## config.mk

```make
export PLATFORM = sky130hd
export DESIGN_NAME = mb_io_arbiter
export DESIGN_NICKNAME = d
export VERILOG_FILES = /design/src/rtl/mb_io_arbiter.sv
export SDC_FILE = /design/constraint.sdc
export NUM_CORES = 1
export LEC_CHECK = 0
export ABC_AREA = 1
export CAP_MARGIN = 20
export CORE_MARGIN = 5
export CORE_UTILIZATION = 40
export CTS_BUF_LIST = sky130_fd_sc_hd__clkbuf_16
export CTS_CLUSTER_DIAMETER = 120
export DETAILED_ROUTE_END_ITERATION = 7
export MAX_ROUTING_LAYER = met4
export PLACE_DENSITY_LB_ADDON = 0.12
export SYNTH_ARGS = -nofsm -noshare
export SYNTH_HDL_FRONTEND = slang
export SYNTH_SLANG_ARGS = --single-unit
```

## constraint.sdc

```tcl
create_clock -name clk -period 13.5 [get_ports clk]
set_input_delay 3.375 -clock clk [delete_from_list [all_inputs] [get_ports clk]]
set_output_delay 3.375 -clock clk [all_outputs]
set_load 0.01 [all_outputs]
```

## src/rtl/mb_io_arbiter.sv

```systemverilog
// mb_io_arbiter
// Shares one Microblaze IO bus slave port between two masters: master 0 (CPU)
// and master 1 (debug/DMA agent). Each master's single-cycle strobe request is
// captured, the bus is granted round-robin, one transfer is forwarded at a
// time, and completion is returned to the granted master. A watchdog ends any
// transfer the slave never acknowledges.
//
// Ports:
//   clk, reset                     clock, asynchronous active-high reset
//   mN_addr_strobe/read/write      master N request pulse and qualifiers
//   mN_address/byte_enable/wdata   master N transfer payload
//   mN_ready, mN_read_data         master N completion pulse and read data
//   IO_*                           slave-side request/response
//   timeout                        pulse when the watchdog ended a transfer
//   grant                          master owning the current or last transfer
module mb_io_arbiter #(
  parameter int unsigned TIMEOUT      = 256,
  parameter logic [31:0] TIMEOUT_DATA = 32'hDEAD_BEEF
) (
  input  logic        clk,
  input  logic        reset,
  input  logic        m0_addr_strobe,
  input  logic        m0_read_strobe,
  input  logic        m0_write_strobe,
  input  logic [31:0] m0_address,
  input  logic [3:0]  m0_byte_enable,
  input  logic [31:0] m0_write_data,
  output logic        m0_ready,
  output logic [31:0] m0_read_data,
  input  logic        m1_addr_strobe,
  input  logic        m1_read_strobe,
  input  logic        m1_write_strobe,
  input  logic [31:0] m1_address,
  input  logic [3:0]  m1_byte_enable,
  input  logic [31:0] m1_write_data,
  output logic        m1_ready,
  output logic [31:0] m1_read_data,
  output logic        IO_Addr_Strobe,
  output logic        IO_Read_Strobe,
  output logic        IO_Write_Strobe,
  output logic [31:0] IO_Address,
  output logic [3:0]  IO_Byte_Enable,
  output logic [31:0] IO_Write_Data,
  input  logic        IO_Ready,
  input  logic [31:0] IO_Read_Data,
  output logic        timeout,
  output logic        grant
);

  localparam int unsigned CW = $clog2(TIMEOUT);
  localparam logic [CW-1:0] CntMax = CW'(TIMEOUT - 1);

  typedef enum logic [1:0] {StIdle, StIssue, StWait, StDone} state_e;

  // Per-master request inputs gathered into arrays indexed by master number.
  logic [1:0]       w_strobe;
  logic [1:0]       w_rd;
  logic [1:0]       w_wr;
  logic [1:0][31:0] w_addr;
  logic [1:0][3:0]  w_be;
  logic [1:0][31:0] w_wdata;
  logic [1:0]       w_clr;
  logic             w_pick;

  // Captured requests.
  logic [1:0]       r_pend;
  logic [1:0]       r_rd;
  logic [1:0]       r_wr;
  logic [1:0][31:0] r_addr;
  logic [1:0][3:0]  r_be;
  logic [1:0][31:0] r_wdata;

  // FSM state and registered outputs.
  state_e           r_state;
  logic             r_grant;
  logic             r_last;
  logic [CW-1:0]    r_cnt;
  logic             r_timeout;
  logic [1:0]       r_ready;
  logic [1:0][31:0] r_rdata;
  logic             r_io_as;
  logic             r_io_rd;
  logic             r_io_wr;
  logic [31:0]      r_io_addr;
  logic [3:0]       r_io_be;
  logic [31:0]      r_io_wdata;

  assign w_strobe = {m1_addr_strobe, m0_addr_strobe};
  assign w_rd     = {m1_read_strobe, m0_read_strobe};
  assign w_wr     = {m1_write_strobe, m0_write_strobe};
  assign w_addr   = {m1_address, m0_address};
  assign w_be     = {m1_byte_enable, m0_byte_enable};
  assign w_wdata  = {m1_write_data, m0_write_data};

  // The granted master's pending flag drops at the end of its DONE cycle.
  assign w_clr[0] = (r_state == StDone) && !r_grant;
  assign w_clr[1] = (r_state == StDone) && r_grant;

  // Sole requester wins; with both pending, the one not served last wins.
  assign w_pick = (r_pend == 2'b11) ? ~r_last : ~r_pend[0];

  // Request capture. A strobe in the owner's DONE cycle is accepted because
  // the old request retires on the same edge.
  always_ff @(posedge clk or posedge reset) begin
    if (reset) begin
      r_pend  <= '0;
      r_rd    <= '0;
      r_wr    <= '0;
      r_addr  <= '0;
      r_be    <= '0;
      r_wdata <= '0;
    end else begin
      for (int n = 0; n < 2; n++) begin
        if (w_strobe[n] && (!r_pend[n] || w_clr[n])) begin
          r_pend[n]  <= 1'b1;
          r_rd[n]    <= w_rd[n];
          r_wr[n]    <= w_wr[n];
          r_addr[n]  <= w_addr[n];
          r_be[n]    <= w_be[n];
          r_wdata[n] <= w_wdata[n];
        end else if (w_clr[n]) begin
          r_pend[n] <= 1'b0;
        end
      end
    end
  end

  // Transfer sequencer with registered outputs.
  always_ff @(posedge clk or posedge reset) begin
    if (reset) begin
      r_state    <= StIdle;
      r_grant    <= 1'b0;
      r_last     <= 1'b1;
      r_cnt      <= '0;
      r_timeout  <= 1'b0;
      r_ready    <= '0;
      r_rdata    <= '0;
      r_io_as    <= 1'b0;
      r_io_rd    <= 1'b0;
      r_io_wr    <= 1'b0;
      r_io_addr  <= '0;
      r_io_be    <= '0;
      r_io_wdata <= '0;
    end else begin
      r_timeout <= 1'b0;
      r_ready   <= '0;
      unique case (r_state)
        StIdle: begin
          if (|r_pend) begin
            r_grant    <= w_pick;
            r_last     <= w_pick;
            r_io_as    <= 1'b1;
            r_io_rd    <= r_rd[w_pick];
            r_io_wr    <= r_wr[w_pick];
            r_io_addr  <= r_addr[w_pick];
            r_io_be    <= r_be[w_pick];
            r_io_wdata <= r_wdata[w_pick];
            r_state    <= StIssue;
          end
        end
        StIssue: begin
          // IO_Ready is not sampled here; the slave may only answer in WAIT.
          r_io_as <= 1'b0;
          r_cnt   <= '0;
          r_state <= StWait;
        end
        StWait: begin
          if (IO_Ready || (r_cnt == CntMax)) begin
            // IO_Ready takes priority over a coincident watchdog expiry.
            if (IO_Ready) begin
              r_rdata[r_grant] <= r_io_rd ? IO_Read_Data : 32'h0;
            end else begin
              r_rdata[r_grant] <= r_io_rd ? TIMEOUT_DATA : 32'h0;
              r_timeout        <= 1'b1;
            end
            r_ready[r_grant] <= 1'b1;
            r_io_rd          <= 1'b0;
            r_io_wr          <= 1'b0;
            r_io_addr        <= '0;
            r_io_be          <= '0;
            r_io_wdata       <= '0;
            r_state          <= StDone;
          end else begin
            r_cnt <= r_cnt + 1'b1;
          end
        end
        StDone: begin
          r_state <= StIdle;
        end
        default: begin
          r_state <= StIdle;
        end
      endcase
    end
  end

  assign m0_ready        = r_ready[0];
  assign m1_ready        = r_ready[1];
  assign m0_read_data    = r_rdata[0];
  assign m1_read_data    = r_rdata[1];
  assign IO_Addr_Strobe  = r_io_as;
  assign IO_Read_Strobe  = r_io_rd;
  assign IO_Write_Strobe = r_io_wr;
  assign IO_Address      = r_io_addr;
  assign IO_Byte_Enable  = r_io_be;
  assign IO_Write_Data   = r_io_wdata;
  assign timeout         = r_timeout;
  assign grant           = r_grant;

endmodule
```

* Yosys cells after proc, flatten, opt, wreduce, memory -nomap -nowiden
Index checks and enable logic that the tools add are counted.
** Storage, ports and cells
- Register bits :: 292
- Bits in latches :: 0
- Bits in writable memories :: 0
- ROM bits :: 0
- Input bits :: 177
- Memories :: 0
** Operators by class
- Add/sub/neg operators :: 1
- Multiply operators :: 0
- Div/mod/pow operators :: 0
- Magnitude comparators :: 3
- Eq/ne operators :: 8
- Shifts and indexed selects :: 0
- Multiplexer cells :: 49
- Bitwise logic cells :: 2
- Reductions and logical operators :: 24
** Operators with widths (count)
- two-way mux 32 bit :: 10
- bitwise mux 64 bit :: 2
- one-hot mux 32 bit (2 select lines) :: 2
- two-way mux 64 bit :: 1
- demux 32 bit (select 1 bit) :: 1
- two-way mux 1 bit :: 17
- two-way mux 4 bit :: 4
- one-hot mux 8 bit (2 select lines) :: 1
- AND reduction 2 bit :: 5
- nonzero test 2 bit :: 5
- adder 8 x 1 -> 8 bit (second input constant) :: 1
- equality test 8 bit (second input constant) :: 1
- two-way mux 2 bit :: 4
- two-way mux 8 bit :: 1
- one-hot mux 2 bit (4 select lines) :: 1
- one-hot mux 4 bit (2 select lines) :: 1
- equality test 2 bit (second input constant) :: 3
- != test 2 bit (second input constant) :: 3
- one-hot mux 1 bit (2 select lines) :: 3
- logical AND 1 bit :: 5
- less-than comparator 1 x 2 -> 1 bit (second input constant) :: 2
- zero test 1 bit :: 3
- logical OR 1 bit :: 3
- AND reduction 3 bit :: 1
- 6 further kinds :: 7

* Logic depth before layout (Yosys ltp)
- Word-level depth :: 6
- Depth in mapped cells :: 10
- Mapped depth without buffers :: 8

* Worst setup path after synthesis
No wires, ideal clock.
- Path kind :: input -> register
- Start point :: input m0_addr_strobe
- End point :: register r_addr[0] in the netlist's numbering
- Arrival time :: 4.069 ns
- Required time :: 13.383 ns
- Path slack :: 9.314 ns
- Stages :: 5
- Buffers on the path :: 2
- Cell sequence :: clkbuf_1 -> nand2_1 -> clkbuf_1 -> nand2_1 -> nand2_1
** On the way
- Word-level cells in the longest chain between the ends :: 1
** RTL lines
- start, declared :: line 22 : input logic m0_addr_strobe,
- logical AND 1 bit :: line 114 : if (w_strobe[n] && (!r_pend[n] || w_clr[n])) begin
- end signal, assigned by index :: line 118 : r_addr[n] <= w_addr[n];
- end, declared :: line 69 : logic [1:0][31:0] r_addr;
Every way passes these cells.
A chain may end at the register's enable or synchronous reset.

* Worst setup path in the final report
- Start point :: input IO_Ready
- End point :: register r_rdata (netlist bit m0_read_data[12])
** On the way
- Word-level cells in the longest chain between the ends :: 2
- Elaborated cells between the ends (all ways) :: 3
- Classes of those cells :: mux: 1; reduce/logical: 2
** RTL lines
- start, declared :: line 44 : input logic IO_Ready,
- logical OR 1 bit :: line 168 : if (IO_Ready || (r_cnt == CntMax)) begin
- AND reduction 2 bit (no line)
- end signal, assigned by index :: line 171 : r_rdata[r_grant] <= r_io_rd ? IO_Read_Data : 32'h0;
- end signal, assigned by index :: line 173 : r_rdata[r_grant] <= r_io_rd ? TIMEOUT_DATA : 32'h0;
- end, declared :: line 80 : logic [1:0][31:0] r_rdata;
Parallel ways exist; a longest one is shown, timed or not.

==> results.py <==
metrics = {
    "hold_path": {
        "hold_class": "reg -> reg",
        "hp-start": "m0_read_data[20]",
        "min_delay_path_depth": 2,
        "min_to": "m0_read_data[20]",
    },
    "sta": {
        "period_share_pct": 42.48,
        "max_clock_freq_ghz": 0.1744,
        "worstMarginPinSlew_ns": 1.101,
        "hold_ws_ns": 0.4695,
        "relSlewSlack_pct": 26.57,
        "finalMaxSlewViolations": 0,
        "clock_skew_ns": 0.01264,
        "min_period_ns": 5.734,
        "finalSetupViolations": 0,
        "rsz0062_at_grt": "false",
        "timing.final.ws_setup_ns": 7.766,
        "hold_viol_final": 0,
        "finalSetupTns_ns": 0,
    },
    "final_layout": {
        "area_growth_pct": 33.29,
        "fin_nets": 2087,
        "stdcell_count": 2376,
        "final_area_um2": 17470,
        "final.fill_count": 3077,
        "mostFrequentLayoutCells": "593 x nand2_1, 314 x clkdlybuf4s50_1, 291 x dfrtp_1",
        "final_common_cell": "nand2_1",
        "post-route-util_pct": 53.84,
        "drive_gt1_share_pct": 5.195,
    },
    "worst_setup_path": {
        "r2r.worst_path.cells": 8,
        "critPathRequiredTime_ns": 13.89,
        "worstPathArrival_ns": 6.13,
        "worstReg2RegStart": "r_state[0]",
        "r2r_setup_slack_ns": 9.04,
        "worstSetupStartpointType": "primary input",
        "end_kind": "flip-flop",
        "crit_fanout": 50,
        "criticalPathCategory": "in -> reg",
        "critPathLaunch": "IO_Ready",
        "regToRegEndpoint": "IO_Write_Data[25]",
    },
    "floorplanning": {
        "num_rows": 66,
        "start_util_pct": 40.40,
        "core-area_um2": 32450,
        "dieArea_um2": 36500,
        "pin_count": 316,
        "die_h_um": 191.0,
        "die_w_um": 191.0,
    },
    "grt": {
        "grt_max_degree": 105,
        "grt_pass1_wl_um": 63590,
        "overflow": 0,
        "antenna_found_initial": 8,
        "track_usage_pct": 22.40,
        "grt_pass1_vias": 11280,
    },
    "cts": {
        "htree_levels": 2,
        "cts_resized": 0,
        "clock_path_buffers": 3,
        "cts_tree": "built",
        "clock_latency_ns": 0.51,
        "cts_buffers": 35,
        "cts_root_buf": "clkbuf_16",
        "cts_sinks": 292,
        "clkTransAtPathRegs_ns": 0.06,
        "post-cts-setup-buffers": 0,
        "hold_buffers": 0,
    },
    "logic_synthesis": {
        "syn-cell-area_um2": 13110,
        "synth_top_area_share_pct": 55.54,
        "yosysSeqAreaShare_pct": 55.75,
        "synthesis.yosys.warnings": 0,
        "synth_top_cell_by_area": "dfrtp_1",
        "yosysUniqueCellTypes": 27,
        "ys_ff_latch": 292,
        "synthCells": 1645,
        "syn-num-nets": 1828,
        "ys_top_cells_by_area": "dfrtp_1 56%, nand2_1 17%, nor2_1 6.4%, nand3_1 5.8%, inv_1 2.8%",
        "postSynthAreaPerCell_um2": 7.970,
    },
    "placed_design": {
        "post-place-ws_ns": 7.249,
        "hpwl_um": 25330,
        "io_buffer_count": 315,
        "dp.cells": 2309,
        "place_congestion": 0.8160,
        "postPlaceCellArea_um2": 16440,
    },
    "power_and_ir_drop": {
        "p_per_area_nw_per_um2": 246.6,
        "leakage_nw": 8.992,
        "seqPwrFrac_pct": 34.4,
        "p_switching_mw": 1.769,
        "swShare_pct": 41.04,
        "p_comb_share_pct": 45.8,
        "finalPower_mw": 4.309,
        "max-vdd-ir-drop_uv": 118.8,
        "internal_power_mw": 2.541,
        "p_clk_share_pct": 19.8,
    },
    "run": {
        "maxCapViolations": 0,
    },
    "routing": {
        "drtIter0Drc": 722,
        "num_vias": 11600,
        "viasPerCell": 4.880,
        "wl_per_cell_um": 17.14,
        "first_pass_iters": 5,
        "drtAntennaViolNets": 0,
        "drt-total-wl_um": 40730,
        "drcViolationCount": 0,
    },
    "run_status": {
        "status": "completed",
    },
}
## layout make-up
| type | instances | area (um^2) | area share [%] |
|---|---|---|---|
| inverters | 100 | 384.1 | 2.198 |
| clock buffers | 37 | 925.9 | 5.299 |
| clock inverters | 21 | 88.84 | 0.5084 |
| repair buffers | 328 | 3246 | 18.57 |
| diodes | 9 | 22.52 | 0.1289 |
| flip-flops and latches | 292 | 7308 | 41.82 |
| well taps | 442 | 553.0 | 3.165 |
| multi-input cells | 1147 | 4946 | 28.30 |
## critical path: stages
cell,delay [ns]
clkdlybuf4s50_1,0.56
inv_1,0.32
nand2_2,0.75
nand3_1,0.55
buf_4,0.39
nand2_1,0.09
nand2_1,0.05
## cells in the mapped netlist
library cell and n:
or2_2 24, nand3_1 152, nor2_1 222, nor3_1 2
o21ai_2 2, nand2_2 3, a21oi_4 1, xnor2_1 2
nor2_2 2, nand4_1 48, nand2_1 597, ha_1 6
nor3_2 1, buf_4 3, inv_1 99, nand3_2 1
dfstp_2 1, buf_6 7, buf_2 53, xor2_1 1
buf_1 4, a21oi_1 72, o21ai_0 10, o22ai_1 1
clkbuf_1 39, inv_2 1, dfrtp_1 291
## how the worst max path moves through the flow
stage | end | slack (ns)
final | m0_read_data[12] | 7.77
after global routing | m0_read_data[11] | 7.48
after CTS | m0_read_data[12] | 7.80
after detailed placement | m0_read_data[12] | 7.25
after global placement | m0_read_data[19] | 7.36
after floorplan | IO_Addr_Strobe | 2.06
## power groups by stage
stage | sequential (mW) | combinational [mW] | clock (mW)
after floorplan | 1.53 | 1.16 | 0
after global placement | 1.49 | 1.96 | 0
after detailed placement | 1.49 | 1.99 | 0
after CTS | 1.48 | 2.00 | 0.870
after global routing | 1.53 | 2.23 | 0.905
final | 1.48 | 1.97 | 0.852
## sequential cells by signal, indices dropped and copies added, names as in the netlist
register,cells
timeout,1
IO_Read_Strobe,1
r_rd,2
r_wdata,64
IO_Byte_Enable,4
r_pend,2
r_wr,2
r_ready,2
r_state,2
IO_Addr_Strobe,1
IO_Write_Data,32
IO_Address,32
m0_read_data,32
IO_Write_Strobe,1
r_cnt,8
m1_read_data,32
r_addr,64
r_be,8
grant,1
r_last,1
## metal layers
metal  up-vias  GRT usage, %  routed length (um)
met3        48         5.643                3158
met1      5560         30.45               18340
li1       5663             -                   -
met4         0         4.088                 565
met2       324         34.75               18670
met5         -             -                   0
## cells by family (layout without fill, tap and decap cells)
logic type,count (synthesis),after routing,share of synthesized area [%]
flops,292,292,55.75
other cells,0,9,0
buf+inv,206,486,6.891
xor+xnor,3,3,0.2005
simple gates,1052,1052,33.16
fa+ha+maj,6,6,0.5726
compound gates,86,86,3.436
No activity file was read; power rests on OpenSTA's default activity.
